<file path="src/rtl/argmax_frame_ctrl.sv">
// Argmax frame controller: deserialises score beats, waits out the
// Argmax latency, captures the max and decodes its class index.
module argmax_frame_ctrl #(
  parameter int width   = 25,
  parameter int ARG_LAT = 3
) (
  input  logic             clk,
  input  logic             rstn,
  input  logic             s_valid,
  output logic             s_ready,
  input  logic [width-1:0] s_data,
  input  logic             s_last,
  output logic [width-1:0] score0,
  output logic [width-1:0] score1,
  output logic [width-1:0] score2,
  output logic [width-1:0] score3,
  output logic [width-1:0] score4,
  output logic [width-1:0] score5,
  input  logic [width-1:0] max_in,
  output logic             m_valid,
  input  logic             m_ready,
  output logic [width-1:0] m_max,
  output logic [2:0]       m_index,
  output logic             m_trunc
);

  localparam int WW = $clog2(ARG_LAT + 2);

  typedef enum logic [1:0] {
    COLLECT,
    WAIT,
    CAPTURE,
    RESULT
  } state_t;

  state_t           state_q;
  state_t           state_d;
  logic [2:0]       bcnt;
  logic [WW-1:0]    wcnt;
  logic [width-1:0] sc [6];
  logic             beat;
  logic             close;
  logic             hit;
  logic [2:0]       idx;

  assign s_ready = (state_q == COLLECT);
  assign beat    = s_valid & s_ready;
  assign close   = beat & (s_last | (bcnt == 3'd5));

  assign score0 = sc[0];
  assign score1 = sc[1];
  assign score2 = sc[2];
  assign score3 = sc[3];
  assign score4 = sc[4];
  assign score5 = sc[5];

  // State register
  always_ff @(posedge clk or negedge rstn) begin
    if (!rstn) state_q <= COLLECT;
    else       state_q <= state_d;
  end

  // Next-state logic
  always_comb begin
    state_d = state_q;
    unique case (state_q)
      COLLECT: if (close) state_d = WAIT;
      WAIT:    if (wcnt <= WW'(1)) state_d = CAPTURE;
      CAPTURE: state_d = RESULT;
      RESULT:  if (m_ready) state_d = COLLECT;
      default: state_d = COLLECT;
    endcase
  end

  // Lowest matching slot wins; no match falls back to 0
  always_comb begin
    idx = '0;
    hit = 1'b0;
    for (int i = 5; i >= 0; i--) begin
      if (sc[i] == max_in) begin
        idx = 3'(i);
        hit = 1'b1;
      end
    end
  end

  // Beat counter, latency counter and score slots
  always_ff @(posedge clk or negedge rstn) begin
    if (!rstn) begin
      bcnt <= '0;
      wcnt <= '0;
      for (int i = 0; i < 6; i++) sc[i] <= '0;
    end else begin
      if (beat) begin
        if (bcnt == 3'd0)
          for (int i = 0; i < 6; i++) sc[i] <= '0;
        sc[bcnt] <= s_data;
      end
      if (close)     bcnt <= '0;
      else if (beat) bcnt <= bcnt + 3'd1;
      if (close)
        wcnt <= WW'(ARG_LAT);
      else if (state_q == WAIT && wcnt != '0)
        wcnt <= wcnt - WW'(1);
    end
  end

  // Result registers and handshake
  always_ff @(posedge clk or negedge rstn) begin
    if (!rstn) begin
      m_valid <= 1'b0;
      m_max   <= '0;
      m_index <= '0;
      m_trunc <= 1'b0;
    end else begin
      if (close)
        m_trunc <= (bcnt == 3'd5) & ~s_last;
      if (state_q == CAPTURE) begin
        m_max   <= max_in;
        m_index <= idx;
        m_valid <= 1'b1;
      end else if (state_q == RESULT && m_ready) begin
        m_valid <= 1'b0;
      end
    end
  end

  // Argmax must agree with one of the held scores
  always_ff @(posedge clk) begin
    if (rstn && state_q == CAPTURE) assert (hit);
  end

endmodule

</file>
<file path="config.mk">
export PLATFORM = sky130hd
export DESIGN_NAME = argmax_frame_ctrl
export DESIGN_NICKNAME = d
export VERILOG_FILES = /design/src/rtl/argmax_frame_ctrl.sv
export SDC_FILE = /design/constraint.sdc
export NUM_CORES = 1
export LEC_CHECK = 0
export BUFFER_PORTS_ARGS = -buffer_cell sky130_fd_sc_hd__buf_2
export CAP_MARGIN = 15
export CORE_MARGIN = 2
export CORE_UTILIZATION = 50
export CTS_CLUSTER_SIZE = 30
export DETAILED_ROUTE_END_ITERATION = 8
export GPL_TIMING_DRIVEN = 0
export PLACE_DENSITY = 0.76
export SETUP_SLACK_MARGIN = 0.3
export SYNTH_ARGS = -nofsm -noshare
export SYNTH_HDL_FRONTEND = slang
export SYNTH_SLANG_ARGS = --single-unit
</file>
<file path="constraint.sdc">
create_clock -name clk -period 2.34 [get_ports clk]
set_clock_uncertainty 0.2 [all_clocks]
set_input_delay 0.234 -clock clk [delete_from_list [all_inputs] [get_ports clk]]
set_output_delay 0.234 -clock clk [all_outputs]
set_load 0.005 [all_outputs]
</file>
Yosys cells after proc, flatten, opt, wreduce, memory -nomap -nowiden
Cells that the tools add are included.
- register bits after elaboration: 188
- input port bits: 55
- output and inout port bits: 181
- word-level logic and storage cells: 68
- add/sub/neg operators: 2
- $lt $le $gt $ge: 3
- equal/unequal tests: 13
- mux-type cells: 21
- bitwise gates (word level): 6
- reduce and logical (&&, ||, !) cells: 10
- operator list (cell ; count):
    $mux 150 ; 2
    $bwmux 150 ; 1
    $eq 25x25->1 ; 6
    $demux 25 s3 ; 1
    $mux 3 ; 10
    $mux 25 ; 1
    $pmux 2 s4 ; 1
    $mux 2 ; 3
    $reduce_bool 2->1 ; 3
    $eq 2x2->1 const B ; 2
    $ge 4x4->1 const B ; 1
    $lt 4x1->1 const B ; 1
    $ne 2x2->1 const B ; 2
    $not 3->4 ; 1
    $add 3x1->3 const B ; 1
    $and 1x1->1 ; 3
    $eq 3x3->1 const B ; 1
    $le 3x1->1 const B ; 1
    $logic_and 1x1->1 ; 3
    $logic_not 3->1 ; 1
    $reduce_and 3->1 ; 1
    $reduce_bool 3->1 ; 1
    $sub 3x1->3 const B ; 1
    $eq 2x1->1 const B ; 1
    other kinds (5) ; 6

Logic depth before layout (Yosys ltp)
- depth in word-level cells: 7
- gate-level depth with buffers: 10
- gate-level depth less buffers: 8

Worst setup path before layout
No wires, ideal clock.
- path kind: register -> register
- start point: register state_q[0]
- end point: register sc, in the netlist score3[10]
- setup time: 0.117 ns
- arrival: 1.815 ns
- required time: 2.023 ns
- setup slack: 0.208 ns
- stages on the path, launching flop included: 11
- buffers on the path: 3
- period minus slack after synthesis: 2.132 ns
- path through: dfrtp_1 -> inv_1 -> ha_1 -> and2_1 -> buf_2 -> nand2_4 -> or2_2 -> clkbuf_1 -> clkbuf_1 -> nand3_1 -> nand2_1
- cells in the longest elaborated chain, start to end: 2
- ends and longest elaborated chain (what ; line ; source):
    from (decl) ; 36 ; state_t state_q;
    from (signal assigned) ; 60 ; else state_q <= state_d;
    $logic_not 2->1 ; 46 ; assign s_ready = (state_q == COLLECT);
    net s_ready ; 10 ; output logic s_ready,
    $and 1x1->1 ; 47 ; assign beat = s_valid & s_ready;
    to (signal, indexed assignment) ; 97 ; sc[bcnt] <= s_data;
    to (decl) ; 40 ; logic [width-1:0] sc [6];
The timed path passes the listed nets, and every way through them passes these cells.
A chain may end at the register's enable or synchronous reset.

Worst setup path in the final report
- start point: register sc, in the netlist score5[22]
- end point: register m_index[2]
- cells in the longest elaborated chain, start to end: 7
- ends and longest elaborated chain (what ; line ; source):
    $eq 25x25->1 ; 80 ; if (sc[i] == max_in) begin
    $mux 3 (6 in series) ; 80 ;
    to (signal assigned) ; 120 ; m_index <= idx;
    to (decl) ; 23 ; output logic [2:0] m_index,
No other way between the ends.

==> results.toml <==
[synthesis]
synth.distinct_cells = 42
synth_area_per_cell_um2 = 11.2
synth_area_leaders = "dfrtp_1 (52%), a22o_1 (9.7%), xor2_1 (7.3%)"
syn_inst = 811
ys_ff_latch = 188
synth_edf_count = 0
yosysSeqAreaShare_pct = 51.9
synthesis.area_um2 = 9060
yosysTopAreaCell = "dfrtp_1"
synth-async-reset-ratio_pct = 100
yosysMostFrequentCell = "dfrtp_1"
yosysWarningCount = 0
synth_nets = 876
yosys-top-cells-count = "dfrtp_1 (188), nand2_1 (118), a22o_1 (100)"
synth_top_area_share_pct = 51.9
ys.flop_type = "dfrtp_1"

[floorplan]
die_width_um = 139
die_area_um2 = 19200
start_util_pct = 50.8
core-area_um2 = 17800
num_io_pins = 236
fp-row-count = 49
fp.dieH_um = 139

[global_route]
grt_pass1_vias = 7915
grt_pass1_wl_um = 48600
grt_max_degree = 98
gr-usage-all-layers_pct = 33.8
antenna_found_initial = 0
gr-total-overflow = 0

[run]
drv_cap = 0

[detailed_routing]
post_drt_via_cell_ratio = 6.00
dr_wl_met2_um = 15100
postRouteAntennaNets = 0
drtIter0Drc = 964
num_vias = 8145
drt-total-wl_um = 33300
wl_met1_um = 12700
wl_per_cell_um = 24.6
top_layer = "met4"
dr.pass1.iters = 5
route.detailed.drc = 0
wl_met3_um = 3740

[critical_path]
crit_required_ns = 2.49
worst-setup-path-type = "reg -> reg"
worst_ep_arrival_time_ns = 2.28
worstSetupStartpointType = "flip-flop"
r2r_setup_slack_ns = 0.21
r2r-start = "score5[22]"
cp-end-kind = "flip-flop"
r2r.worst_path.cells = 6
regToRegEndpoint = "m_index[2]"
critPathMaxFanout = 2

[placement]
dp_hpwl_um = 23200
port_buffers = 210
place_area_um2 = 10500
gp_congestion = 0.962

[sta]
relSlewSlack_pct = 51.8
period_share_pct = 91.1
setup_violations = 0
worstMarginPinSlew_ns = 0.724
slew_viol_final = 0
timing.fmax_mhz = 469
hold_viol = 0
rsz0062_at_grt = "true"
post-route-min-period_ns = 2.13

[finish]
multiInputGateArea_um2 = 4200
regArea_um2 = 4700
nFillCells = 1292
final_nets = 1181
drive_above_1_share_pct = 36.6
diodes = 0
area_growth_syn_to_layout_pct = 34.2
final_area_um2 = 12200

[clock_network]
cts_tree = "done"
insertion_delay_ns = 0.44
h-tree-depth = 4
clock-sinks = 188
cts.reportedPaths.clkPinSlew_ns = 0.07
numCtsBuffers = 17
clock_path_buffers = 2
clockRootBuffer = "clkbuf_16"

[worst_hold_path]
hold_depth = 2
holdCritPathClass = "in -> reg"
holdPathEnd = "m_max[19]"
worstHoldStart = "max_in[19]"

[pwr]
p_leak_uw = 0.00614
power_uw = 15300
ir_drop_mv = 0.642
power_density_nw_per_um2 = 1260

[outcome]
status = "finished clean"
## power breakdown
part	switching, uW	leakage [uW]	internal, uW
Clock	1300	0.000303	1760
Combinational	3300	0.00337	3130
Sequential	1250	0.00247	4550
## flip-flops by register name, indices dropped and copies added, names as in the netlist
signal   cells
wcnt         3
score3      25
score0      25
m_index      3
score5      25
score2      25
score1      25
score4      25
m_valid      1
bcnt         3
m_trunc      1
state_q      2
m_max       25
## final cells by class
class	instances	share of cell area, %
Multi-Input combinational cell	552	34.6
Sequential cell	188	38.7
Tap cell	229	2.36
Clock buffer	21	3.87
Buffer	62	4.47
Clock inverter	11	1.15
Inverter	9	0.319
Timing Repair Buffer	286	14.6
## per-layer routing
| layer | vias to the layer above | global-route usage (%) |
|---|---|---|
| met3 | 122 | 10.3 |
| met2 | 572 | 52.7 |
| met4 | 0 | 15.2 |
| met1 | 4023 | 43.8 |
| li1 | 3428 | - |
| met5 | - | 0 |
## worst max path at each step
| stage | from | end | cells past startpoint |
|---|---|---|---|
| 2_1_floorplan | state_q[1] | score5[10] | 9 |
| 3_3_place_gp | rstn | m_trunc | 1 |
| 3_5_place_dp | state_q[1] | score0[20] | 7 |
| 4_1_cts | score5[22] | m_index[2] | 6 |
| 5_1_grt | score5[22] | m_index[2] | 6 |
| 6_report | score5[22] | m_index[2] | 6 |
## worst max-delay path, cell delays in order (launching register included)
cell and delay (ns):
dfrtp_1 0.41, xor2_2 0.17, nor4_4 0.36, nand4_1 0.34, nor4_4 0.26, a31oi_1 0.08, o32ai_2 0.21
## kinds of logic after synthesis
group / after synthesis / synth area share (%)
fa+ha+maj: 10 / 1.38
compound gates: 147 / 12.7
buf+inv: 72 / 4.27
simple gates: 217 / 11.9
mux: 26 / 3.23
xor+xnor: 151 / 14.7
flops: 188 / 51.9
## cell usage in the layout, fill, tap and decap left out, drive strengths merged, types with 20 or more instances in the layout
master	instances
nand3	31
mux2	26
nand4	20
o21ai	29
nand2	120
buf	294
dfrtp	188
clkbuf	37
a22o	100
xnor2	74
dlygate4sd3	38
nor4	21
xor2	77
## timing repair
action	in CTS	in global routing
setup buffers	23	12
hold buffers	38	0
setup endpoints to repair	169	135
cloned	0	3
resized for setup	80	39
hold endpoints to repair	255	0
pin swaps	20	13
## stage by stage
step           std cells  TNS [ns]  util (%)  hold slack, ns  setup slack [ns]
3_5_place_dp        1251    -13.46      58.6          0.0930            -0.283
3_3_place_gp        1250   -425.31      58.4           0.240             -2.22
5_1_grt             1358         0      68.2          0.0288             0.172
2_1_floorplan        811         0         -          -0.262             0.323
4_1_cts             1344         0      66.7          0.0152             0.279
6_report            1358         0      68.2          0.0178             0.208
No activity file was read; power rests on OpenSTA's default activity.
